### config.mk
export PLATFORM = sky130hd
export DESIGN_NAME = add_sub_pipe
export DESIGN_NICKNAME = d
export VERILOG_FILES = /design/src/rtl/add_sub_pipe.sv
export SDC_FILE = /design/constraint.sdc
export NUM_CORES = 1
export LEC_CHECK = 0
export BUFFER_PORTS_ARGS = -buffer_cell sky130_fd_sc_hd__buf_2
export CAP_MARGIN = 20
export CORE_UTILIZATION = 50
export CTS_BUF_LIST = sky130_fd_sc_hd__clkbuf_8
export CTS_CLUSTER_SIZE = 16
export DETAILED_ROUTE_END_ITERATION = 16
export PLACE_DENSITY = 0.72
export SETUP_SLACK_MARGIN = 0.1
export SYNTH_ARGS = -nofsm -noshare
export SYNTH_HDL_FRONTEND = slang
export SYNTH_SLANG_ARGS = --single-unit
### constraint.sdc
create_clock -name clk -period 5.1 [get_ports clk]
set_input_delay 0 -clock clk [delete_from_list [all_inputs] [get_ports clk]]
set_output_delay 0 -clock clk [all_outputs]
set_load 0.01 [all_outputs]
### src/rtl/add_sub_pipe.sv
// Pipelined WIDTH-bit add/subtract with carry-segmented stages, valid/ready flow
// control, carry-out, signed/unsigned overflow and sign flags, and optional saturation.
module add_sub_pipe #(
    parameter int WIDTH  = 32,
    parameter int STAGES = 2
) (
    input  logic             clk,
    input  logic             reset,
    input  logic             in_valid,
    output logic             in_ready,
    input  logic [WIDTH-1:0] A,
    input  logic [WIDTH-1:0] B,
    input  logic             ALUFun,
    input  logic             Sign,
    input  logic             Sat,
    output logic             out_valid,
    input  logic             out_ready,
    output logic [WIDTH-1:0] S,
    output logic             Z,
    output logic             V,
    output logic             N,
    output logic             C
);

    localparam int SEG = WIDTH / STAGES;

    if (STAGES < 1 || STAGES > 8 || (WIDTH % STAGES) != 0) begin : g_bad_params
        $error("add_sub_pipe: STAGES must be 1..8 and divide WIDTH");
    end

    // Valid/ready contract: a bundle transfers on an edge where in_valid & in_ready;
    // a result is consumed on an edge where out_valid & out_ready. The whole pipe
    // moves as one (adv), so in_ready is simply adv and needs no skid storage.
    logic             adv;
    logic             out_valid_q;
    logic [WIDTH-1:0] s_q;
    logic             z_q, v_q, n_q, c_q;

    assign adv       = ~out_valid_q | out_ready;
    assign in_ready  = adv;
    assign out_valid = out_valid_q;
    assign S         = s_q;
    assign Z         = z_q;
    assign V         = v_q;
    assign N         = n_q;
    assign C         = c_q;

    for (genvar k = 0; k < STAGES; k++) begin : g_st
        // REM: operand bits still to be summed on entry; ACC: result bits known on exit.
        localparam int REM = WIDTH - k * SEG;
        localparam int ACC = (k + 1) * SEG;

        logic [REM-1:0] a_in, b_in;
        logic           cy_in, fun_in, sign_in, sat_in, vld_in;
        logic [ACC-1:0] acc;
        logic [SEG:0]   seg_sum;

        assign seg_sum = {1'b0, a_in[SEG-1:0]} + {1'b0, b_in[SEG-1:0]}
                       + {{SEG{1'b0}}, cy_in};

        if (k == 0) begin : g_src
            // Subtract is A + ~B + 1: the +1 rides in as the first segment's carry.
            assign a_in    = A;
            assign b_in    = ALUFun ? ~B : B;
            assign cy_in   = ALUFun;
            assign fun_in  = ALUFun;
            assign sign_in = Sign;
            assign sat_in  = Sat;
            assign vld_in  = in_valid;
            assign acc     = seg_sum[SEG-1:0];
        end else begin : g_src
            assign a_in    = g_st[k-1].g_reg.a_q;
            assign b_in    = g_st[k-1].g_reg.b_q;
            assign cy_in   = g_st[k-1].g_reg.cy_q;
            assign fun_in  = g_st[k-1].g_reg.fun_q;
            assign sign_in = g_st[k-1].g_reg.sign_q;
            assign sat_in  = g_st[k-1].g_reg.sat_q;
            assign vld_in  = g_st[k-1].g_reg.vld_q;
            assign acc     = {seg_sum[SEG-1:0], g_st[k-1].g_reg.acc_q};
        end

        if (k < STAGES - 1) begin : g_reg
            logic [REM-SEG-1:0] a_q, b_q;
            logic [ACC-1:0]     acc_q;
            logic               vld_q, cy_q, fun_q, sign_q, sat_q;

            always_ff @(posedge clk) begin
                if (reset) begin
                    vld_q  <= 1'b0;
                    a_q    <= '0;
                    b_q    <= '0;
                    acc_q  <= '0;
                    cy_q   <= 1'b0;
                    fun_q  <= 1'b0;
                    sign_q <= 1'b0;
                    sat_q  <= 1'b0;
                end else if (adv) begin
                    vld_q <= vld_in;
                    // Bubbles leave the data untouched so idle operands cannot leak in.
                    if (vld_in) begin
                        a_q    <= a_in[REM-1:SEG];
                        b_q    <= b_in[REM-1:SEG];
                        acc_q  <= acc;
                        cy_q   <= seg_sum[SEG];
                        fun_q  <= fun_in;
                        sign_q <= sign_in;
                        sat_q  <= sat_in;
                    end
                end
            end
        end else begin : g_out
            logic [WIDTH-1:0] s_d;
            logic             c_d, ovf_s, ovf_u, v_d, n_d, z_d;

            always_comb begin
                c_d   = seg_sum[SEG];
                // a_in/b_in here hold only the top segment, so [SEG-1] is the operand MSB.
                ovf_s = (a_in[SEG-1] == b_in[SEG-1]) & (acc[WIDTH-1] != a_in[SEG-1]);
                ovf_u = fun_in ? ~c_d : c_d;
                v_d   = sign_in ? ovf_s : ovf_u;
                n_d   = sign_in ? (acc[WIDTH-1] ^ ovf_s) : (fun_in & ~c_d);
                s_d   = acc;
                if (sat_in && v_d) begin
                    if (sign_in) begin
                        s_d = n_d ? {1'b1, {(WIDTH-1){1'b0}}} : {1'b0, {(WIDTH-1){1'b1}}};
                    end else begin
                        s_d = fun_in ? '0 : '1;
                    end
                end
                z_d = (s_d == '0);
            end

            always_ff @(posedge clk) begin
                if (reset) begin
                    out_valid_q <= 1'b0;
                    s_q         <= '0;
                    z_q         <= 1'b0;
                    v_q         <= 1'b0;
                    n_q         <= 1'b0;
                    c_q         <= 1'b0;
                end else if (adv) begin
                    out_valid_q <= vld_in;
                    if (vld_in) begin
                        s_q <= s_d;
                        z_q <= z_d;
                        v_q <= v_d;
                        n_q <= n_d;
                        c_q <= c_d;
                    end
                end
            end
        end
    end

endmodule

; ---- Yosys cells after proc, flatten, opt, wreduce, memory -nomap -nowiden
; Cells that the tools add are included.
[totals]
ff_bits = 90
output_inout_bits = 38
in_bits = 71
[classes]
muxes = 8
n_bitwise = 7
n_reduce_logical = 4
n_eq_ne = 2
addsub = 4
[ops]
columns = cell, n
row1 = 32-bit 2-to-1 mux, 5
row2 = 16-bit by 16-bit adder with 17-bit output, 2
row3 = 17-bit by 1-bit adder with 17-bit output, 2
row4 = 32-bit zero test, 1
row5 = 32-bit NOT, 1
row6 = 2-bit AND reduction, 2
row7 = 1-bit 2-to-1 mux, 3
row8 = 1-bit AND, 2
row9 = 1-bit NOT, 2
row10 = 1-bit equality test, 1
row11 = 1-bit logical AND, 1
row12 = 1-bit != test, 1
row13 = 1-bit bitwise OR, 1
row14 = 1-bit bitwise XOR, 1

; ---- Depth between registers and ports, before layout
; Gate-level depths: netlist of run 1.
[depth]
depth_word = 10
mapped_depth = 17

; ---- Least setup slack after synthesis of run 1
; OpenSTA, ideal clock, no wires.
[synth_path]
path_type = reg2reg
from = register g_st[0].g_reg.a_q[0]
to = register z_q, in the netlist Z
stages_incl_launch_ff = 18
arrival_ns = 3.216
setup_slack_ns = 1.768
path_buffers = 1
path_cell_list = dfxtp_1 > fa_1 > inv_1 > fa_1 > nand2b_1 > a21oi_1 > o2111ai_1 > a21oi_1 > a21o_1 > a21oi_1 > ha_1 > nor2_1 > a22oi_1 > nand3_2 > buf_6 > nand4b_1 > a21oi_1 > a31o_1
[synth_via]
elab_chain_len = 10
elab_cells_between_ends = 15
cone_classes = add/sub: 2 / eq/ne: 1 / mux: 6 / bitwise: 4 / reduce/logical: 2
[synth_lines]
columns = item, line
row1 = "start, declared", 83  ; logic [REM-SEG-1:0] a_q, b_q;
row2 = "start signal, assigned", 101  ; a_q <= a_in[REM-1:SEG];
row3 = 16-bit by 16-bit adder with 17-bit output *, 58  ; assign seg_sum = {1'b0, a_in[SEG-1:0]} + {1'b0, b_in[SEG-1:0]}
row4 = 17-bit by 1-bit adder with 17-bit output *, 59  ; + {{SEG{1'b0}}, cy_in};
row5 = 1-bit != test, 118  ; ovf_s = (a_in[SEG-1] == b_in[SEG-1]) & (acc[WIDTH-1] != a_in[SEG-1]);
row6 = 1-bit AND, 118
row7 = 1-bit bitwise XOR, 121  ; n_d = sign_in ? (acc[WIDTH-1] ^ ovf_s) : (fun_in & ~c_d);
row8 = 1-bit 2-to-1 mux, 121
row9 = 32-bit 2-to-1 mux, 125  ; s_d = n_d ? {1'b1, {(WIDTH-1){1'b0}}} : {1'b0, {(WIDTH-1){1'b1}}};
row10 = 32-bit 2-to-1 mux, 124  ; if (sign_in) begin
row11 = 32-bit 2-to-1 mux *, 123  ; if (sat_in && v_d) begin
row12 = 32-bit zero test *, 130  ; z_d = (s_d == '0);
row13 = "end signal, assigned", 145  ; z_q <= z_d;
row14 = "end, declared", 37  ; logic z_q, v_q, n_q, c_q;
; Mark *: on every way between the ends. The rest lies on a longest branch, timed or not.
; A chain may end at the register's enable or synchronous reset.

; ---- Worst setup path in the final report of run 1
[layout_path]
from = register g_st[0].g_reg.a_q[0]
to = register s_q[11], in the netlist S[11]
[layout_via]
elab_chain_len = 9
elab_cells_between_ends = 14
cone_classes = add/sub: 2 / eq/ne: 1 / mux: 6 / bitwise: 4 / reduce/logical: 1
[layout_lines]
columns = item, line
row1 = 16-bit by 16-bit adder with 17-bit output *, 58
row2 = 17-bit by 1-bit adder with 17-bit output *, 59
row3 = 1-bit != test, 118
row4 = 1-bit AND, 118
row5 = 1-bit bitwise XOR, 121
row6 = 1-bit 2-to-1 mux, 121
row7 = 32-bit 2-to-1 mux, 125
row8 = 32-bit 2-to-1 mux, 124
row9 = 32-bit 2-to-1 mux *, 123
row10 = "end signal, assigned", 136  ; s_q <= '0;
row11 = "end signal, assigned", 144  ; s_q <= s_d;
row12 = "end, declared", 36  ; logic [WIDTH-1:0] s_q;
; Marks and branches as above.

==> impl_metrics.tcl, run 1 <==
set metrics [dict create \
    max_slew_margin_pct 39.2 \
    fmax_ghz 0.232 \
    syn-instance-count 645 \
    yosysWarnings 0 \
    synth_flop_cell "dfxtp_1" \
    vias_per_cell 5.50 \
    port_buffers 108 \
    diodes 0 \
    grtUsageTotal_pct 23.5 \
    endpoint_kind "flop" \
    crit_path_max_incr_delay_ns 0.57 \
    antenna_found_initial 0 \
    drtIter0Drc 334 \
    core_um2 10300 \
    cp.buffers_inverters 1 \
    cts_buffer_depth 2 \
    rows 37 \
    setup_tns_ns 0 \
    grtUsageMet3_pct 3.18 \
    synth_top_area_share_pct 34.3 \
    holdWs_ns 0.0676 \
    preCtsSetupSlack_ns 0.887 \
    slowest_stage "nand2_1" \
    vias 4983 \
    area_growth_pct 22.3 \
    dieArea_um2 10900 \
    p_per_area_nw_per_um2 283 \
    cts_resized 0 \
    power.leakage_nw 2.76 \
    finalPower_mw 1.82 \
    hold_viol 0 \
    tritoncts "built" \
    crit_fanout 20 \
    timing_worst_setup_path_type "reg -> reg" \
    grt_max_degree 85 \
    syn_area_um2 5260 \
    post_cts_buffers 0 \
    cts-root-buf "clkbuf_8" \
    gr-total-overflow 0 \
    ys_seq_area_share_pct 34.3 \
    async_reset_ff_share_pct 0 \
    detail-route-antenna-nets 0 \
    fin_crit_sh_pct 84.7 \
    synth.net_count 751 \
    synth.distinct_cells 61 \
    fin_crit_ns 4.32 \
    h-tree-depth 3 \
    wl_per_cell_um 14.2 \
    die_w_um 105 \
    ios 109 \
    arrival_ns 4.61 \
    rsz0062_at_grt "no" \
    grt_pass1_vias 4430 \
    grt_pass1_wl_um 20800 \
    min_path_type "in -> reg" \
    die_h_um 105 \
    use_met2_pct 36.3 \
    gp_congestion 0.880 \
    top_usage_layer "met2" \
    clock_sinks 90 \
    wirelength_um 12800 \
    drv_slew 0 \
    path_common_cell "a21oi_1" \
    netlist_top_cells_count "nand2_1, dfxtp_1, a21oi_1" \
    final_nets 871 \
    setup_viol 0 \
    cts_buffers 9 \
    synth-seq-cells 90 \
    critPathRequiredTime_ns 5.39 \
    outcome "completed" \
    dp.final_hpwl_um 9410 \
    firstDrtPassIters 5 \
    synth.most_common_cell "nand2_1" \
    synth_area_leader_cell "dfxtp_1" \
    finalClockSkew_ns 0.0159 \
    cp_cell_sequence "fa_1 > inv_1 > fa_1 > nand2b_1 > a21oi_1 > o2111ai_1 > a21oi_1 > a21o_1 > a21oi_1 > ha_1 > nor2_1 > a22oi_1 > nand3_2 > nand2_1 > o211ai_1 > a21oi_1" \
    post-route-drc-count 0 \
    syn_area_per_cell_um2 8.15 \
    hold_buffers 36 \
    peakVddDrop_mv 0.131 \
    synth_area_leaders "dfxtp_1, ha_1, nand2_1" \
    worst-slew-pin-transition_ns 0.912 \
    cp_top_family "compound AO/OA/AOI/OAI gates" \
    drive_above_1_share_pct 19.7 \
    insertion_delay_ns 0.37 \
    maxCapViolations 0 \
    initial_utilization_pct 51.1 \
    met1_usage_pct 33.9 \
    cp-start-kind "flop" \
    layout_setup_ws_ns 0.782 \
    synth_edf_count 0 \
    clkSlewWorstSetupHoldPaths_ns 0.09 \
]
-- metal layers --
layer	part of all wire, %	up-vias
met4	1.3	0
met2	45	153
li1	-	2516
met1	49	2299
met3	4.8	15
met5	0	-
-- kinds of logic (layout without fill, tap and decap cells) --
| family | after synthesis | in the layout | share of synthesized area (%) |
|---|---|---|---|
| buffers and inverters | 49 | 174 | 4.05 |
| XOR/XNOR | 56 | 56 | 9.33 |
| flip-flops | 90 | 90 | 34.3 |
| adder cells (fa/ha/maj) | 35 | 35 | 8.76 |
| AND/OR/NAND/NOR | 229 | 229 | 20.1 |
| multiplexers | 1 | 1 | 0.214 |
| AO/OA/AOI/OAI | 185 | 185 | 23.3 |
-- sequential cells by signal, indices dropped and copies added, names as in the netlist --
| register | flops |
|---|---|
| Z | 1 |
| out_valid | 1 |
| g_st.g_reg.a_q | 16 |
| g_st.g_reg.sat_q | 1 |
| V | 1 |
| C | 1 |
| g_st.g_reg.sign_q | 1 |
| g_st.g_reg.acc_q | 16 |
| S | 32 |
| g_st.g_reg.vld_q | 1 |
| g_st.g_reg.cy_q | 1 |
| N | 1 |
| g_st.g_reg.fun_q | 1 |
| g_st.g_reg.b_q | 16 |
-- worst min-delay path, cell delays in order --
cell,delay (ns)
buf_2,0.07
nand2b_1,0.23
a21oi_1,0.10
-- report_power, final --
part	internal (mW)	total, mW	switching (mW)
logic	0.215	0.482	0.266
clock network	0.262	0.535	0.273
registers	0.758	0.800	0.0424
-- final timing paths --
check	depth (start not counted)	slack, ns	startpoint	end
worst max-delay path	16	0.78	g_st[0].g_reg.a_q[0]	S[11]
worst min-delay path	3	0.07	out_ready	out_valid
worst max register to register	16	0.78	g_st[0].g_reg.a_q[0]	S[11]
worst min register to register	2	0.45	S[13]	S[13]
-- per-stage QoR --
step                utilization [%]  instance area (um2)  cells
detailed placement             56.6                 5820    852
CTS                            62.2                 6390    904
finish                         62.6                 6430    906
floorplan                         -                 5260    645
global placement               56.6                 5820    852
global route                   62.6                 6430    906
-- area by class of cell --
class                   count  area, um2
clock buffers              11        151
clock inverters             5       67.6
fillers                   933       3850
inverters                   8       30.0
multi-input cells         506       3240
flip-flops and latches     90       1800
well taps                 136        170
repair buffers            150        966
-- placed cells by master (no fill, tap or decap), types with 4 or more instances in the layout --
cell,count
nor3_2,8
nand3_1,7
o21ai_0,20
clkbuf_8,11
xnor2_1,33
nor3_1,15
nand2_1,94
dlygate4sd3_1,36
a211oi_1,27
nor2_1,68
inv_1,8
dfxtp_1,90
ha_1,32
nor2b_1,4
buf_2,108
o211ai_1,20
a21oi_1,69
xor2_1,23
a21o_1,10
a31oi_1,4
nor4_1,5
buf_4,4
nand2b_1,4
nand4_1,4
No activity file was read; power rests on OpenSTA's default activity.
==> inputs of run 2 (changes only) <==
--- a/config.mk
+++ b/config.mk
@@ -5,6 +5,7 @@
 export SDC_FILE = /design/constraint.sdc
 export NUM_CORES = 1
 export LEC_CHECK = 0
+export ABC_AREA = 1
 export BUFFER_PORTS_ARGS = -buffer_cell sky130_fd_sc_hd__buf_2
 export CAP_MARGIN = 20
 export CORE_UTILIZATION = 50
==> constraint.sdc (replaced) <==
create_clock -name clk -period 4.24 [get_ports clk]
set_input_delay 0 -clock clk [delete_from_list [all_inputs] [get_ports clk]]
set_output_delay 0 -clock clk [all_outputs]
set_load 0.01 [all_outputs]
==> impl_metrics.tcl, run 2 <==
set metrics [dict create \
    grtUsageTotal_pct 24.9 \
    dieArea_um2 11100 \
    antenna_found_initial 0 \
    syn_area_per_cell_um2 7.24 \
    synth.most_common_cell "nand2_1" \
    vias_per_cell 5.12 \
    dp.final_hpwl_um 9970 \
    path_common_cell "nand2_1" \
    tritoncts "built" \
    rows 37 \
    crit_cells 24 \
    ff_latch_area_um2 1800 \
    cp-start-kind "flop" \
    gr-total-overflow 0 \
    power.leakage_nw 3.38 \
    synth_edf_count 0 \
    p_per_area_nw_per_um2 336 \
    fmax_ghz 0.274 \
    hold_viol 0 \
    fin_util_pct 62.9 \
    synth_top_area_share_pct 33.8 \
    h-tree-depth 3 \
    initial_utilization_pct 51.6 \
    synth_area_leader_cell "dfxtp_1" \
    ios 109 \
    clock_sinks 90 \
    gp_congestion 0.853 \
    synth-seq-cells 90 \
    crit_fanout 41 \
    insertion_delay_ns 0.36 \
    firstDrtPassIters 5 \
    fin_crit_ns 3.65 \
    ys_seq_area_share_pct 33.8 \
    final_nets 966 \
    wl_per_cell_um 13.2 \
    detail-route-antenna-nets 0 \
    multi_input_area_um2 3040 \
    cts_resized 0 \
    yosysWarnings 0 \
    maxCapViolations 0 \
    cp.buffers_inverters 3 \
    die_h_um 105 \
    diodes 0 \
    final_common_cell "nand2_1" \
    syn_area_um2 5330 \
    setup_tns_ns 0 \
    crit_path_max_incr_delay_ns 0.42 \
    outcome "completed" \
    largest_reg_flops 32 \
    fill_cells 960 \
    final_cell_mix "nand2_1, buf_2, dfxtp_1" \
    clkSlewWorstSetupHoldPaths_ns 0.08 \
    post-route-drc-count 0 \
    die_w_um 105 \
    slowest_stage "fa_1" \
    max_slew_margin_pct 38.8 \
    cts-root-buf "clkbuf_8" \
    syn-instance-count 736 \
    r2r-end "Z" \
    finalNonFillerCells 1000 \
    cp_cell_sequence "fa_1 > inv_1 > fa_1 > nand3b_1 > nand3_1 > nand2_1 > nand2_1 > nand3_1 > nand2_1 > nand2_1 > inv_1 > nor2_1 > o21bai_1 > inv_1 > ha_1 > nand2_1 > nand3_4 > nand2_1 > nand3_1 > nor2_1 > nand2_1 > nor2_1 > nand3_1 > a21oi_2" \
    fin_crit_sh_pct 86.1 \
    vias 5117 \
    async_reset_ff_share_pct 0 \
    rsz0062_at_grt "no" \
    r2r-start "g_st[0].g_reg.a_q[0]" \
    min_path_type "in -> reg" \
    grt_max_degree 72 \
    synth_flop_cell "dfxtp_1" \
    peakVddDrop_mv 0.149 \
    cp_top_family "simple AND/OR/NAND/NOR gates" \
    r2r_slack_ns 0.59 \
    drtIter0Drc 228 \
    wirelength_um 13200 \
    r2r_cells 24 \
    grt_pass1_vias 4755 \
    synth_area_leaders "dfxtp_1, nand2_1, ha_1" \
    drive_above_1_share_pct 16.8 \
    endpoint "Z" \
    core_um2 10300 \
    cts_buffers 9 \
    setup_viol 0 \
    area_growth_pct 21.7 \
    synth.net_count 842 \
    arrival_ns 3.95 \
    whs_path_depth 4 \
    synth.distinct_cells 40 \
    worst-slew-pin-transition_ns 0.917 \
    port_buffers 108 \
    dp.cells 948 \
    finalClockSkew_ns 0.0142 \
    grt_pass1_wl_um 22400 \
    netlist_top_cells_count "nand2_1, dfxtp_1, inv_1" \
    cts_buffer_depth 2 \
    endpoint_kind "flop" \
    drv_slew 0 \
    timing_worst_setup_path_type "reg -> reg" \
    critPathRequiredTime_ns 4.54 \
    cp-startpoint "g_st[0].g_reg.a_q[0]" \
    post_cts_buffers 0 \
]
-- run 2: changes by cell type in the layout (fill, tap and decap cells not counted), moves of 16 or more --
cell / delta
a211oi_1: -26
inv_1: +79
nand2_1: +16
nand3_1: +38
o21ai_0: +42
-- run 2: worst reg2reg max path, cell delays in order (launching register included) --
cell,delay [ns]
dfxtp_1,0.37
fa_1,0.21
inv_1,0.06
fa_1,0.42
nand3b_1,0.18
nand3_1,0.12
nand2_1,0.06
nand2_1,0.09
nand3_1,0.07
nand2_1,0.09
nand2_1,0.05
inv_1,0.06
nor2_1,0.04
o21bai_1,0.12
inv_1,0.09
ha_1,0.28
nand2_1,0.16
nand3_4,0.33
nand2_1,0.23
nand3_1,0.10
nor2_1,0.10
nand2_1,0.06
nor2_1,0.10
nand3_1,0.09
a21oi_2,0.11
-- run 2: final cells by class --
type	instances	share of cell area, %
well taps	136	2.62
inverters	89	5.15
flip-flops and latches	90	27.8
repair buffers	150	14.8
clock inverters	3	0.328
clock buffers	12	2.54
multi-input cells	520	46.8
-- run 2: worst min path at each step --
stage	start	to	slack (ns)
after detailed placement	A[25]	g_st[0].g_reg.a_q[9]	0.26
after floorplan	out_ready	in_ready	0.15
final	B[17]	g_st[0].g_reg.b_q[1]	0.03
after global placement	A[26]	g_st[0].g_reg.a_q[10]	0.25
after CTS	B[17]	g_st[0].g_reg.b_q[1]	0.01
after global routing	B[17]	g_st[0].g_reg.b_q[1]	0.06
-- run 2: routing by layer --
| layer | share of wire [%] | global-route usage (%) | vias up |
|---|---|---|---|
| li1 | - | - | 2657 |
| met1 | 52 | 36.6 | 2321 |
| met2 | 43 | 38.3 | 128 |
| met3 | 4.1 | 4.02 | 11 |
| met4 | 0.96 | 5.63 | 0 |
| met5 | 0 | 0 | - |
-- run 2: cell families after synthesis --
kind of cell	after synthesis	share of synthesized area [%]
AOI/OAI and AO/OA	172	18.8
xor gates and xnor gates	54	8.87
adders and majority gates	35	8.64
buffers and inverters	126	9.34
DFF	90	33.8
and+or+nand+nor	259	20.6
-- run 2: per-stage QoR --
stage	worst slack, ns	area [um2]	power (mW)	hold slack (ns)
detailed placement	0.603	5920	1.61	0.258
global placement	0.770	5920	1.59	0.249
finish	0.590	6490	2.18	0.0260
global route	0.138	6490	2.32	0.0600
CTS	0.580	6470	2.19	0.0138
floorplan	1.19	5330	1.42	0.150
-- run 2: what timing repair did --
item                                    CTS  global route
hold buffers                             36             0
endpoints found under the setup margin    0             0
endpoints found under the hold margin    36             0
-- run 2: power breakdown --
group | switching, mW | internal, mW
Clock | 0.299 | 0.259
Combinational | 0.381 | 0.272
Sequential | 0.0512 | 0.919
